`config.mk`:
```
export PLATFORM = sky130hd
export DESIGN_NAME = vga_timing_pipe_flat
export DESIGN_NICKNAME = d
export VERILOG_FILES = /design/src/rtl/vga_timing_if.sv /design/src/rtl/vga_timing_pipe.sv /design/src/flat_wrapper.sv
export SDC_FILE = /design/constraint.sdc
export NUM_CORES = 1
export LEC_CHECK = 0
export BUFFER_PORTS_ARGS = -buffer_cell sky130_fd_sc_hd__buf_2
export CAP_MARGIN = 15
export CORE_ASPECT_RATIO = 1.5
export CORE_MARGIN = 2
export CORE_UTILIZATION = 45
export CTS_CLUSTER_DIAMETER = 30
export DETAILED_ROUTE_END_ITERATION = 10
export GPL_TIMING_DRIVEN = 1
export PLACE_DENSITY = 0.81
export SLEW_MARGIN = 20
export SYNTH_ARGS = -nofsm -noshare
export SYNTH_HDL_FRONTEND = slang
export SYNTH_SLANG_ARGS = --single-unit
```
`constraint.sdc`:
```
create_clock -name clk -period 2 [get_ports clk]
set_input_delay 0.1 -clock clk [delete_from_list [all_inputs] [get_ports clk]]
set_output_delay 0.1 -clock clk [all_outputs]
set_load 0.1 [all_outputs]
```
`src/rtl/vga_timing_if.sv`:
```
// Bundle of timing outputs (plus pixel strobe) between the VGA timing core and the pixel pipeline.
// Latency: n/a (wiring only); VGA_LINE_MATCH_EN adds the line_match/line_irq pair.
// Backpressure: none; the timing source free-runs on clk_en, consumers must keep up.
interface vga_timing_if #(
  parameter int CW   = 10,
  parameter int FC_W = 8
);
  logic            clk_en;
  logic [CW-1:0]   hpos;
  logic [CW-1:0]   vpos;
  logic [CW-1:0]   hpos_s;
  logic [CW-1:0]   vpos_s;
  logic            active;
  logic            hsync;
  logic            vsync;
  logic            line_start;
  logic            frame_start;
  logic [FC_W-1:0] frame_count;
`ifdef VGA_LINE_MATCH_EN
  logic [CW-1:0]   line_match;
  logic            line_irq;

  modport master (
    input  clk_en, line_match,
    output hpos, vpos, hpos_s, vpos_s, active, hsync, vsync,
           line_start, frame_start, frame_count, line_irq
  );
  modport slave (
    output clk_en, line_match,
    input  hpos, vpos, hpos_s, vpos_s, active, hsync, vsync,
           line_start, frame_start, frame_count, line_irq
  );
`else
  modport master (
    input  clk_en,
    output hpos, vpos, hpos_s, vpos_s, active, hsync, vsync,
           line_start, frame_start, frame_count
  );
  modport slave (
    output clk_en,
    input  hpos, vpos, hpos_s, vpos_s, active, hsync, vsync,
           line_start, frame_start, frame_count
  );
`endif
endinterface

```
`src/rtl/vga_timing_pipe.sv`:
```
// VGA sync/timing generator with polarity control, SYNC_DELAY-stage flag pipeline, scaled coords and frame counter.
// Latency: positions undelayed; active/hsync/vsync/line_start/frame_start lag the counters by SYNC_DELAY clk_en beats.
// Backpressure: none; all state (counters and pipeline) freezes while clk_en=0. Optional feature: VGA_LINE_MATCH_EN.
module vga_timing_pipe #(
  parameter int H_ACTIVE      = 640,
  parameter int H_FRONT_PORCH = 16,
  parameter int H_SYNC        = 96,
  parameter int H_BACK_PORCH  = 48,
  parameter int V_ACTIVE      = 480,
  parameter int V_FRONT_PORCH = 10,
  parameter int V_SYNC        = 2,
  parameter int V_BACK_PORCH  = 33,
  parameter bit HSYNC_POL     = 1'b0,
  parameter bit VSYNC_POL     = 1'b0,
  parameter int SYNC_DELAY    = 0,
  parameter int SCALE_LOG2    = 0,
  parameter int CW            = 10,
  parameter int FC_W          = 8
) (
  input  logic         clk,
  input  logic         rst,
  vga_timing_if.master tim
);

  localparam int H_TOTAL = H_ACTIVE + H_FRONT_PORCH + H_SYNC + H_BACK_PORCH;
  localparam int V_TOTAL = V_ACTIVE + V_FRONT_PORCH + V_SYNC + V_BACK_PORCH;

  localparam logic [CW-1:0] H_LAST   = CW'(H_TOTAL - 1);
  localparam logic [CW-1:0] V_LAST   = CW'(V_TOTAL - 1);
  localparam logic [CW-1:0] H_ACT    = CW'(H_ACTIVE);
  localparam logic [CW-1:0] V_ACT    = CW'(V_ACTIVE);
  localparam logic [CW-1:0] HS_START = CW'(H_ACTIVE + H_FRONT_PORCH);
  localparam logic [CW-1:0] HS_END   = CW'(H_ACTIVE + H_FRONT_PORCH + H_SYNC);
  localparam logic [CW-1:0] VS_START = CW'(V_ACTIVE + V_FRONT_PORCH);
  localparam logic [CW-1:0] VS_END   = CW'(V_ACTIVE + V_FRONT_PORCH + V_SYNC);

  if (H_TOTAL >= (1 << CW)) begin : g_h_chk
    $error("vga_timing_pipe: H_TOTAL does not fit in CW bits");
  end
  if (V_TOTAL >= (1 << CW)) begin : g_v_chk
    $error("vga_timing_pipe: V_TOTAL does not fit in CW bits");
  end
  if (SYNC_DELAY < 0 || SYNC_DELAY > 8) begin : g_d_chk
    $error("vga_timing_pipe: SYNC_DELAY must be 0..8");
  end

  typedef struct packed {
    logic act;
    logic hs;
    logic vs;
    logic ls;
    logic fs;
  } flags_t;

  logic [CW-1:0]   h;
  logic [CW-1:0]   v;
  logic [FC_W-1:0] fc;
  flags_t          raw;
  flags_t          dly;

  // Raster counters: h wraps per line, v per frame; frame_count bumps on the same beat as the (0,0) wrap.
  always_ff @(posedge clk or posedge rst) begin
    if (rst) begin
      h  <= '0;
      v  <= '0;
      fc <= '0;
    end else if (tim.clk_en) begin
      if (h == H_LAST) begin
        h <= '0;
        if (v == V_LAST) begin
          v  <= '0;
          fc <= fc + 1'b1;
        end else begin
          v <= v + 1'b1;
        end
      end else begin
        h <= h + 1'b1;
      end
    end
  end

  // Undelayed raster flags; vsync changes with v, i.e. at h=0.
  always_comb begin
    raw     = '0;
    raw.act = (h < H_ACT) && (v < V_ACT);
    raw.hs  = (h >= HS_START) && (h < HS_END);
    raw.vs  = (v >= VS_START) && (v < VS_END);
    raw.ls  = (h == '0);
    raw.fs  = (h == '0) && (v == '0);
  end

  if (SYNC_DELAY == 0) begin : g_nodly
    assign dly = raw;
  end else begin : g_pipe
    flags_t stage [SYNC_DELAY];

    // Flag shift register, advancing one stage per pixel strobe; resets to all-inactive.
    always_ff @(posedge clk or posedge rst) begin
      if (rst) begin
        for (int i = 0; i < SYNC_DELAY; i++) stage[i] <= '0;
      end else if (tim.clk_en) begin
        stage[0] <= raw;
        for (int i = 1; i < SYNC_DELAY; i++) stage[i] <= stage[i-1];
      end
    end

    assign dly = stage[SYNC_DELAY-1];
  end

  // Outputs are forced inactive while rst is high (matters when SYNC_DELAY=0 and (0,0) would otherwise show).
  // Pulses are gated by clk_en so they last one clk even with a multi-cycle strobe.
  assign tim.hpos        = h;
  assign tim.vpos        = v;
  assign tim.hpos_s      = h >> SCALE_LOG2;
  assign tim.vpos_s      = v >> SCALE_LOG2;
  assign tim.frame_count = fc;
  assign tim.active      = dly.act & ~rst;
  assign tim.hsync       = (dly.hs & ~rst) ? HSYNC_POL : ~HSYNC_POL;
  assign tim.vsync       = (dly.vs & ~rst) ? VSYNC_POL : ~VSYNC_POL;
  assign tim.line_start  = dly.ls & tim.clk_en & ~rst;
  assign tim.frame_start = dly.fs & tim.clk_en & ~rst;

`ifdef VGA_LINE_MATCH_EN
  // Start-of-hblank interrupt on the selected line; out-of-range line_match simply never equals v.
  assign tim.line_irq = tim.clk_en & ~rst & (h == H_ACT) & (v == tim.line_match);
`endif

endmodule

```
`src/flat_wrapper.sv`:
```
// flat-port wrapper written by rule: the top's interface ports become plain ports
module vga_timing_pipe_flat 
#(
  parameter int H_ACTIVE      = 640,
  parameter int H_FRONT_PORCH = 16,
  parameter int H_SYNC        = 96,
  parameter int H_BACK_PORCH  = 48,
  parameter int V_ACTIVE      = 480,
  parameter int V_FRONT_PORCH = 10,
  parameter int V_SYNC        = 2,
  parameter int V_BACK_PORCH  = 33,
  parameter bit HSYNC_POL     = 1'b0,
  parameter bit VSYNC_POL     = 1'b0,
  parameter int SYNC_DELAY    = 0,
  parameter int SCALE_LOG2    = 0,
  parameter int CW            = 10,
  parameter int FC_W          = 8
)
  (clk, rst, tim_clk_en, tim_hpos, tim_vpos, tim_hpos_s, tim_vpos_s, tim_active, tim_hsync, tim_vsync, tim_line_start, tim_frame_start, tim_frame_count);
  vga_timing_if #(.CW(CW), .FC_W(FC_W)) tim_i ();
  input  logic clk;
  input  logic rst;
  input wire logic [$bits(tim_i.clk_en)-1:0] tim_clk_en;
  output wire logic [$bits(tim_i.hpos)-1:0] tim_hpos;
  output wire logic [$bits(tim_i.vpos)-1:0] tim_vpos;
  output wire logic [$bits(tim_i.hpos_s)-1:0] tim_hpos_s;
  output wire logic [$bits(tim_i.vpos_s)-1:0] tim_vpos_s;
  output wire logic [$bits(tim_i.active)-1:0] tim_active;
  output wire logic [$bits(tim_i.hsync)-1:0] tim_hsync;
  output wire logic [$bits(tim_i.vsync)-1:0] tim_vsync;
  output wire logic [$bits(tim_i.line_start)-1:0] tim_line_start;
  output wire logic [$bits(tim_i.frame_start)-1:0] tim_frame_start;
  output wire logic [$bits(tim_i.frame_count)-1:0] tim_frame_count;
  assign tim_i.clk_en = tim_clk_en;
  assign tim_hpos = tim_i.hpos;
  assign tim_vpos = tim_i.vpos;
  assign tim_hpos_s = tim_i.hpos_s;
  assign tim_vpos_s = tim_i.vpos_s;
  assign tim_active = tim_i.active;
  assign tim_hsync = tim_i.hsync;
  assign tim_vsync = tim_i.vsync;
  assign tim_line_start = tim_i.line_start;
  assign tim_frame_start = tim_i.frame_start;
  assign tim_frame_count = tim_i.frame_count;
  vga_timing_pipe #(.H_ACTIVE(H_ACTIVE), .H_FRONT_PORCH(H_FRONT_PORCH), .H_SYNC(H_SYNC), .H_BACK_PORCH(H_BACK_PORCH), .V_ACTIVE(V_ACTIVE), .V_FRONT_PORCH(V_FRONT_PORCH), .V_SYNC(V_SYNC), .V_BACK_PORCH(V_BACK_PORCH), .HSYNC_POL(HSYNC_POL), .VSYNC_POL(VSYNC_POL), .SYNC_DELAY(SYNC_DELAY), .SCALE_LOG2(SCALE_LOG2), .CW(CW), .FC_W(FC_W)) u_core (.clk(clk), .rst(rst), .tim(tim_i));
endmodule
```
==> flow_summary.json <==
{
  "cts_root_buffer": "clkbuf_8",
  "postLayoutCellArea_sq_um": 2232,
  "final_min_period_over_clock_period_pct": 103.2,
  "clkTransAtPathRegs_ns": 0.10,
  "initial_core_util_pct": 47.68,
  "synth.top_cell.area_share_pct": 39.55,
  "io_pins": 56,
  "crit_type": "reg2out",
  "finalCoreUtilization_pct": 60.07,
  "cap_viol_max_count": 0,
  "fin_cells": 274,
  "rsz0062_at_grt": "yes",
  "synth-warning-count": 0,
  "power_per_cell_area_nw_per_um2": 1095,
  "finish.net_count": 241,
  "clk_path_buf_depth": 2,
  "synthCells": 177,
  "worst_supply_voltage_drop_on_vdd_mv": 2.164,
  "die_height_um": 80.85,
  "rows": 27,
  "cts_made_buffers": 3,
  "max_clock_freq_mhz": 484.4,
  "mappedNetlistArea_sq_um": 1772,
  "place_hpwl_um": 2864,
  "synth_top_cells_by_area": "dfrtp_1 (40%), buf_4 (8.9%), xor2_1 (5.4%), ha_1 (4.2%), xnor2_1 (3.5%)",
  "hold_class": "in2reg",
  "fp.dieArea_sq_um": 4465,
  "viasPerCell": 5.380,
  "synth.top_cells.by_count": "dfrtp_1 (28), buf_4 (21), nand3_1 (12)",
  "dieWidth_um": 55.23,
  "via_count_of_the_routed_design": 1474,
  "max-slew-margin-rel_pct": 66.91,
  "violations": "negative setup slack",
  "static_leakage_uw": 0.001111,
  "synth_cell_types": 40,
  "drc": 0,
  "finalWirelength_um": 4112,
  "synth_flop_cell": "dfrtp_1",
  "final_antenna_net_count": 0,
  "synth.ff_latch_count": 28,
  "route.detailed.wl_per_inst_um": 15.01,
  "grt_pass1_vias": 1378,
  "final_layout_size_suffix_gt1_share_pct": 52.38,
  "antenna_found_initial": 0,
  "mappedNetlistNets": 186,
  "pre_cts_ws_ns": 0.04765,
  "overall_fraction_of_global_route_tracks_in_use_pct": 18.08,
  "post-place-cells": 257,
  "postSynth.asyncResetShare_pct": 100.0,
  "timing.final.max_slew_violations": 0,
  "placed_inst_area_sq_um": 2054,
  "final.setup.worst_slack_ns": -0.06438,
  "drt_first_pass_iters": 4,
  "synth_sequential_area_ratio_pct": 39.55,
  "report.final.hold_viol_count": 0,
  "io_buffer_count": 55,
  "cts_tree": "built",
  "worst-endpoint-required_ns": 1.90,
  "run_status": "finished, violations left",
  "core_region_area_sq_um": 3716,
  "cp_cell_sequence": "inv_4, ha_4, nor4b_4, nand4b_1, nor2_4, nor4bb_4, buf_12",
  "clkLatencyLatePin_ns": 0.27,
  "drt_iter0_markers": 35,
  "crit_family": "simple AND/OR/NAND/NOR gates",
  "worstPathArrival_ns": 1.96,
  "worst_clock_skew_ns": 0.001291,
  "setup_viol_count_final": 1,
  "post-synth-top-area-cell": "dfrtp_1",
  "gpl.final_weighted_congestion": 0.7958,
  "syn2layout_area_growth_pct": 25.99,
  "antenna-diode-count": 0,
  "critPathBufInv": 2,
  "finalCriticalPeriod_ns": 2.064,
  "post-synth-top-count-cell": "dfrtp_1",
  "crit_path_max_incr_delay_ns": 0.50,
  "grt_max_degree": 29,
  "synth_enable_flop_cells": 0,
  "clk_sink_count": 28,
  "critical_path.startpoint_type": "register",
  "whs_ns": 0.1288,
  "critPathCaptureType": "output pin",
  "crit_fanout": 2,
  "grt.overflow.total": 0,
  "crit_slowest_cell": "dfrtp_4",
  "h-tree-depth": 1,
  "synth_area_per_cell_sq_um": 10.01,
  "timing_worst_slew_pin_value_ns": 0.4998,
  "grt_first_pass_wirelength_um": 6582
}
-- per-stage QoR --
step,setup TNS [ns],power [uW]
floorplan,-1.063,1936
global placement,0,2055
detailed placement,0,2062
CTS,-0.03786,2431
global route,-0.1879,2527
finish,-0.06438,2444
-- worst reg2reg max path, stage by stage, from the launching register on --
cell     delay, ns
dfrtp_2       0.44
inv_1         0.12
ha_1          0.16
nor4b_4       0.24
buf_4         0.17
nand3_2       0.13
buf_6         0.18
nor3_4        0.19
xor2_1        0.16
-- where the power goes --
part           switching [uW]  leakage, uW  total, uW  internal [uW]
sequential                146     0.000332        789            643
clock                     174    0.0000228        316            143
combinational            1120     0.000755       1340            214
total                    1440      0.00111       2440           1000
-- logic make-up after synthesis --
logic type,Yosys count,synth area share (%)
multiplexers,2,1.201
flip-flops,28,39.55
adder cells (fa/ha/maj),6,4.237
AND/OR/NAND/NOR,71,27.33
XOR/XNOR,18,8.898
buffers and inverters,35,13.21
AO/OA/AOI/OAI,17,5.579
-- cell usage in the layout (no fill, tap or decap), types with 3 or more instances in the layout --
cell type	n
clkbuf_8	3
buf_4	18
dfrtp_1	8
xor2_1	11
nor3_2	3
xnor2_1	7
dfrtp_2	18
nor2_1	10
nand2_1	9
o21ai_0	9
ha_1	5
and3_1	5
inv_1	8
nand4_1	7
nand3_1	11
nor3_1	4
buf_2	53
-- worst paths after layout --
path                            cells past startpoint                                    end  slack [ns]                                  start
worst max-delay path                                7                        tim_frame_start       -0.06         u_core.tim.hpos[0]$_DFFE_PP0P_
worst min-delay path                                2         u_core.tim.hpos[0]$_DFFE_PP0P_        0.13                             tim_clk_en
worst max register to register                      8  u_core.tim.frame_count[6]$_DFFE_PP0P_        0.13         u_core.tim.vpos[0]$_DFFE_PP0P_
worst min register to register                      1  u_core.tim.frame_count[7]$_DFFE_PP0P_        0.46  u_core.tim.frame_count[7]$_DFFE_PP0P_
max in group asynchronous                           4         u_core.tim.hpos[1]$_DFFE_PP0P_        1.21                                    rst
min in group asynchronous                           4         u_core.tim.hpos[3]$_DFFE_PP0P_        0.49                                    rst
-- cell type report --
type,count,area (sq um)
Timing Repair Buffer,75,461.7
Tap cell,43,53.80
Multi-Input combinational cell,114,898.4
Fill cell,347,1484
Inverter,10,42.54
Clock buffer,4,45.04
Sequential cell,28,730.7
-- state kept, by name (all words and copies together) (netlist names) --
name	flops
u_core.tim.hpos	10
u_core.tim.vpos	10
u_core.tim.frame_count	8
-- per-layer routing --
metal	up-vias	global-route usage, %	share of wire, %
li1	711	-	-
met1	717	22.68	41
met2	42	32.38	54
met3	4	2.229	4.2
met4	0	5.610	1.0
met5	-	0	0
-- what timing repair did --
item / 4_1_cts / 5_1_grt
hold endpoints to repair: 28 / 0
setup buffers: 9 / 3
hold buffers: 1 / 0
endpoints found under the setup margin: 1 / 16
gates resized for setup: 5 / 4
pin swaps: 3 / 4
No activity file was read; power rests on OpenSTA's default activity.
